$ cat src/rtl/gsc_pkg.sv
// Shared defaults and FSM state encoding for the SPI register file.
package gsc_pkg;

  localparam int DATA_W_DEF = 16;
  localparam int ADDR_W_DEF = 2;

  typedef enum logic [1:0] {
    ST_IDLE   = 2'd0,
    ST_SHIFT  = 2'd1,
    ST_COMMIT = 2'd2
  } state_t;

endpackage

$ cat src/rtl/sync2.sv
// Two-flop synchroniser for one asynchronous bit; RST_VAL sets the idle level
// both stages take during reset. Latency 2 clk, no backpressure.
module sync2 #(
  parameter logic RST_VAL = 1'b0
) (
  input  logic clk,
  input  logic reset_n,
  input  logic d,
  output logic q
);

  logic meta;

  always_ff @(posedge clk or negedge reset_n) begin
    if (!reset_n) begin
      meta <= RST_VAL;
      q    <= RST_VAL;
    end else begin
      meta <= d;
      q    <= meta;
    end
  end

endmodule

$ cat src/rtl/spi_regfile.sv
// SPI-written register file: a valid frame updates reg_q/wr_stb within 4 clk of spi_cs rising.
// No backpressure; define SPI_READBACK_EN to shift the addressed register out on spi_miso.
module spi_regfile
  import gsc_pkg::*;
#(
  parameter int DATA_W = DATA_W_DEF,
  parameter int ADDR_W = ADDR_W_DEF
) (
  input  logic                          clk,
  input  logic                          reset_n,
  input  logic                          spi_cs,
  input  logic                          spi_clk,
  input  logic                          spi_mosi,
  input  logic [ADDR_W-1:0]             spi_a,
  output logic [(2**ADDR_W)*DATA_W-1:0] reg_q,
  output logic [(2**ADDR_W)-1:0]        wr_stb,
  output logic                          frame_err,
  output logic                          busy,
  output logic                          spi_miso
);

  localparam int REG_CNT = 2**ADDR_W;
  localparam int CNT_W   = $clog2(DATA_W + 2);
  localparam logic [CNT_W-1:0] CNT_FULL = CNT_W'(DATA_W);
  localparam logic [CNT_W-1:0] CNT_SAT  = CNT_W'(DATA_W + 1);

  logic              cs_s, sclk_s, mosi_s;
  logic [ADDR_W-1:0] a_s;
  logic              cs_d, sclk_d;
  logic [1:0]        flush_q;
  logic              armed_q, pend_q;
  state_t            state_q;
  logic [ADDR_W-1:0] addr_q;
  logic [DATA_W-1:0] sh_q;
  logic [CNT_W-1:0]  cnt_q;
  logic [DATA_W-1:0] regs [REG_CNT];
  logic              cs_fall, cs_rise, sclk_rise, start;

  sync2 #(.RST_VAL(1'b1)) u_sync_cs   (.clk(clk), .reset_n(reset_n), .d(spi_cs),   .q(cs_s));
  sync2 #(.RST_VAL(1'b1)) u_sync_sclk (.clk(clk), .reset_n(reset_n), .d(spi_clk),  .q(sclk_s));
  sync2 #(.RST_VAL(1'b0)) u_sync_mosi (.clk(clk), .reset_n(reset_n), .d(spi_mosi), .q(mosi_s));

  for (genvar i = 0; i < ADDR_W; i++) begin : g_sync_a
    sync2 #(.RST_VAL(1'b0)) u_sync_a (.clk(clk), .reset_n(reset_n), .d(spi_a[i]), .q(a_s[i]));
  end

  assign cs_fall   = cs_d & ~cs_s;
  assign cs_rise   = ~cs_d & cs_s;
  assign sclk_rise = ~sclk_d & sclk_s;
  // armed_q blocks a frame when spi_cs was already low as reset released
  assign start     = (state_q == ST_IDLE) && armed_q && (cs_fall || pend_q);
  assign busy      = (state_q == ST_SHIFT);

  always_ff @(posedge clk or negedge reset_n) begin
    if (!reset_n) begin
      cs_d      <= 1'b1;
      sclk_d    <= 1'b1;
      flush_q   <= 2'd0;
      armed_q   <= 1'b0;
      pend_q    <= 1'b0;
      state_q   <= ST_IDLE;
      addr_q    <= '0;
      sh_q      <= '0;
      cnt_q     <= '0;
      wr_stb    <= '0;
      frame_err <= 1'b0;
      for (int k = 0; k < REG_CNT; k++) regs[k] <= '0;
    end else begin
      cs_d      <= cs_s;
      sclk_d    <= sclk_s;
      wr_stb    <= '0;
      frame_err <= 1'b0;
      if (flush_q != 2'd3) flush_q <= flush_q + 2'd1;
      else if (cs_s)       armed_q <= 1'b1;

      case (state_q)
        ST_IDLE: begin
          if (start) begin
            state_q <= ST_SHIFT;
            addr_q  <= a_s;
            sh_q    <= '0;
            cnt_q   <= '0;
            pend_q  <= 1'b0;
          end
        end
        ST_SHIFT: begin
          // a clock edge landing with the closing spi_cs edge is dropped
          if (cs_rise) begin
            state_q <= (cnt_q == CNT_FULL) ? ST_COMMIT : ST_IDLE;
            if (cnt_q != CNT_FULL) frame_err <= 1'b1;
          end else if (sclk_rise) begin
            sh_q <= {sh_q[DATA_W-2:0], mosi_s};
            if (cnt_q != CNT_SAT) cnt_q <= cnt_q + 1'b1;
          end
        end
        ST_COMMIT: begin
          regs[addr_q] <= sh_q;
          wr_stb       <= REG_CNT'(1) << addr_q;
          state_q      <= ST_IDLE;
          if (cs_fall) pend_q <= 1'b1;
        end
        default: state_q <= ST_IDLE;
      endcase
    end
  end

  for (genvar k = 0; k < REG_CNT; k++) begin : g_reg_q
    assign reg_q[k*DATA_W +: DATA_W] = regs[k];
  end

`ifdef SPI_READBACK_EN
  logic [DATA_W-1:0] tx_q;
  logic              sclk_fall;

  assign sclk_fall = sclk_d & ~sclk_s;

  // the leading falling edge carries the MSB already on the pin, so it does not shift
  always_ff @(posedge clk or negedge reset_n) begin
    if (!reset_n) begin
      tx_q <= '0;
    end else if (start) begin
      tx_q <= regs[a_s];
    end else if (busy && !cs_rise && sclk_fall && (cnt_q != '0)) begin
      tx_q <= {tx_q[DATA_W-2:0], 1'b0};
    end
  end

  assign spi_miso = busy & tx_q[DATA_W-1];
`else
  assign spi_miso = 1'b0;
`endif

endmodule
$ cat config.mk
export PLATFORM = sky130hd
export DESIGN_NAME = spi_regfile
export DESIGN_NICKNAME = d
export VERILOG_FILES = /design/src/rtl/gsc_pkg.sv /design/src/rtl/sync2.sv /design/src/rtl/spi_regfile.sv
export SDC_FILE = /design/constraint.sdc
export NUM_CORES = 1
export LEC_CHECK = 0
export ABC_AREA = 1
export CORE_UTILIZATION = 46
export DETAILED_ROUTE_END_ITERATION = 10
export PLACE_DENSITY = 0.86
export SKIP_LAST_GASP = 1
export SYNTH_ARGS = -nofsm -noshare
export SYNTH_HDL_FRONTEND = slang
export SYNTH_SLANG_ARGS = --single-unit
$ cat constraint.sdc
create_clock -name clk -period 1.36 [get_ports clk]
set_clock_uncertainty 0.15 [all_clocks]
set_input_delay 0.204 -clock clk [delete_from_list [all_inputs] [get_ports clk]]
set_output_delay 0.204 -clock clk [all_outputs]
set_load 0.1 [all_outputs]
==> impl_metrics.tcl <==
set metrics [dict create \
    crit_fanout 7 \
    crit_chain "inv_2, buf_4, nor2_4, buf_6, nand2_4, clkbuf_16, o21ai_0" \
    clk_path_buf_depth 2 \
    arrival_ps 1860 \
    power_density_nw_per_um2 909.5 \
    grt_max_degree 33 \
    cp-start-kind "register" \
    criticalPathCategory "register to register" \
    fp-row-count 34 \
    critPathBufInv 4 \
    via_per_inst 5.902 \
    fp.dieH_um 96.56 \
    required_ps 1520 \
    cp_num_cells 7 \
    fp.dieArea_sq_um 9323 \
    stdcell_area_sq_um 7263 \
    fillers 363 \
    reg2reg_depth 7 \
    avgRoutedWirePerCell_um 23.57 \
    syn_area_per_cell_sq_um 10.31 \
    synth_top_cell_by_area "dfrtp_1" \
    timing.fmax_mhz 588.8 \
    yosysUniqueCellTypes 25 \
    min_period_ps 1698 \
    cts_tree "built" \
    final_common_cell "dfrtp_1" \
    place_congestion 0.8508 \
    io_buffer_count 76 \
    hold_viol 0 \
    min_to "u_sync_cs.meta" \
    antenna_found_initial 0 \
    violations "negative setup slack" \
    fin_nets 564 \
    drive_above_1_share 0.4964 \
    dpl.cell_count 592 \
    grt_overflow 0 \
    core_region_area_sq_um 8678 \
    grt_pass1_wl_um 18810 \
    drtAntennaViolNets 0 \
    crit_path_end_kind "register" \
    clock_latency_ps 410 \
    synth_cells 399 \
    ir_drop_mv 0.9522 \
    finalMaxSlewViolations 0 \
    via_count 3931 \
    max_cap_viol_count 0 \
    hold_path_depth 1 \
    hold_path.class "input port to register" \
    fin_crit_sh 1.249 \
    clock_sinks 110 \
    dp_hpwl_um 6680 \
    grt_pass1_vias 3469 \
    finalSetupViolCount 154 \
    synth_fp_nets 410 \
    p_leak_uw 0.003265 \
    start_util 0.4739 \
    grt_use_total 0.2815 \
    routed_wirelength_um 15700 \
    worst_slack_ps -338.2 \
    ys_seq_elements 110 \
    r2r_start "state_q[1]" \
    h-tree-depth 3 \
    cts_root_buf "clkbuf_8" \
    finalSetupTns_ps -23560 \
    syn_area_sq_um 4113 \
    cp_top_family "buffers and inverters" \
    synth-seq-area-share 0.6711 \
    rrSetupSlack_ps -340 \
    slowest_delay_ps 380 \
    cts_inserted_buffers 9 \
    yosys_warnings 0 \
    dr.pass1.iters 7 \
    r2r-end "reg_q[24]" \
    synth_area_leaders "dfrtp_1 63%, o21ai_0 8.9%, nand2_1 8.6%" \
    instances_no_fill 666 \
    rsz0062_at_grt "true" \
    cp_slowest_cell "dfrtp_1" \
    path_clk_slew_ps 120 \
    min_from "spi_cs" \
    yosysTopAreaCellShare 0.6328 \
    post_dp_cell_area_sq_um 5897 \
    drt_iter0_markers 311 \
    area_growth_pct 76.60 \
    n_antenna_cell 0 \
    layout_common_cells "94 x dfrtp_1, 79 x buf_12, 73 x nand2_1" \
    num_io_pins 78 \
    status "finished, violations left" \
    remaining_drc_errors 0 \
    die_w_um 96.56 \
]
sequential cells by signal, summed over array words and instances (netlist names), 2 cells and up:
name,flops
wr_stb,4
addr_q,2
g_sync_a.u_sync_a.q,2
reg_q,64
sh_q,16
flush_q,2
cnt_q,5
state_q,2
g_sync_a.u_sync_a.meta,2
kinds of logic after synthesis:
| kind of cell | count (synthesis) | synth area share |
|---|---|---|
| buf+inv | 52 | 0.05476 |
| flops | 110 | 0.6711 |
| compound gates | 86 | 0.1053 |
| xor+xnor | 2 | 0.004260 |
| simple gates | 143 | 0.1488 |
| mux | 1 | 0.002738 |
| other cells | 1 | 0.0009118 |
| fa+ha+maj | 4 | 0.01217 |
layout make-up:
class / count / area (sq um) / share of cell area
clock inverters: 6 / 80.08 / 0.01102
repair buffers: 158 / 2390 / 0.3290
flip-flops and latches: 110 / 2773 / 0.3817
well taps: 108 / 135.1 / 0.01860
clock buffers: 10 / 127.6 / 0.01757
inverters: 34 / 135.1 / 0.01860
multi-input cells: 240 / 1623 / 0.2234
per-stage QoR:
stage                     utilization  total power (uW)  hold WS (ps)  setup WS, ps
after global placement         0.6795              4044         19.46        -117.0
after CTS                      0.7555              6266         73.13        -217.2
after detailed placement       0.6795              4067         22.64        -282.6
after global routing           0.8369              6765         57.34        -363.5
after floorplan                     -              3802        -241.6        -26.01
final                          0.8369              6606         75.93        -338.2
report_power, final:
part	switching (uW)	internal [uW]	total [uW]
sequential	88.3	3350	3440
combinational	623	368	991
clock	1290	890	2180
total	2000	4610	6610
worst max path at each step:
stage | from | to | slack, ps
after global routing | state_q[1] | reg_q[27] | -360
after CTS | state_q[1] | busy | -220
final | state_q[1] | reg_q[24] | -340
after detailed placement | u_sync_sclk.q | sh_q[5] | -280
after global placement | cs_d | cnt_q[1] | -120
after floorplan | u_sync_cs.q | sh_q[14] | -30
synthesized netlist by cell type (all sizes together):
| cell type | n |
|---|---|
| nor2 | 18 |
| conb | 1 |
| nand2 | 96 |
| o21ai | 82 |
| dfstp | 6 |
| mux2 | 1 |
| clkbuf | 8 |
| a21oi | 3 |
| nand4 | 1 |
| nand3 | 27 |
| buf | 10 |
| nor3 | 1 |
| xnor2 | 2 |
| ha | 4 |
| dfrtp | 104 |
| a21o | 1 |
| inv | 34 |
routing by layer:
metal | vias to the layer above | wire (um) | GRT usage
met5 | - | 0 | 0
met4 | 0 | 848 | 0.1679
met3 | 76 | 1127 | 0.04617
met2 | 261 | 7859 | 0.4601
met1 | 1995 | 5864 | 0.3536
li1 | 1599 | - | -
worst register-to-register path: stages (launching register included):
cell and delay, ps:
dfrtp_1 380, inv_2 60, buf_4 150, nor2_4 160, buf_6 160, nand2_4 110, clkbuf_16 200, o21ai_0 230
timing repair:
action / 4_1_cts / 5_1_grt
setup endpoints to repair: 90 / 150
buffers inserted: 12 / 38
resized for setup: 69 / 104
gates cloned: 5 / 6
pin swaps: 9 / 9
hold endpoints to repair: 92 / 0
hold buffers: 1 / 0
Power figures use the tool's default switching activity.
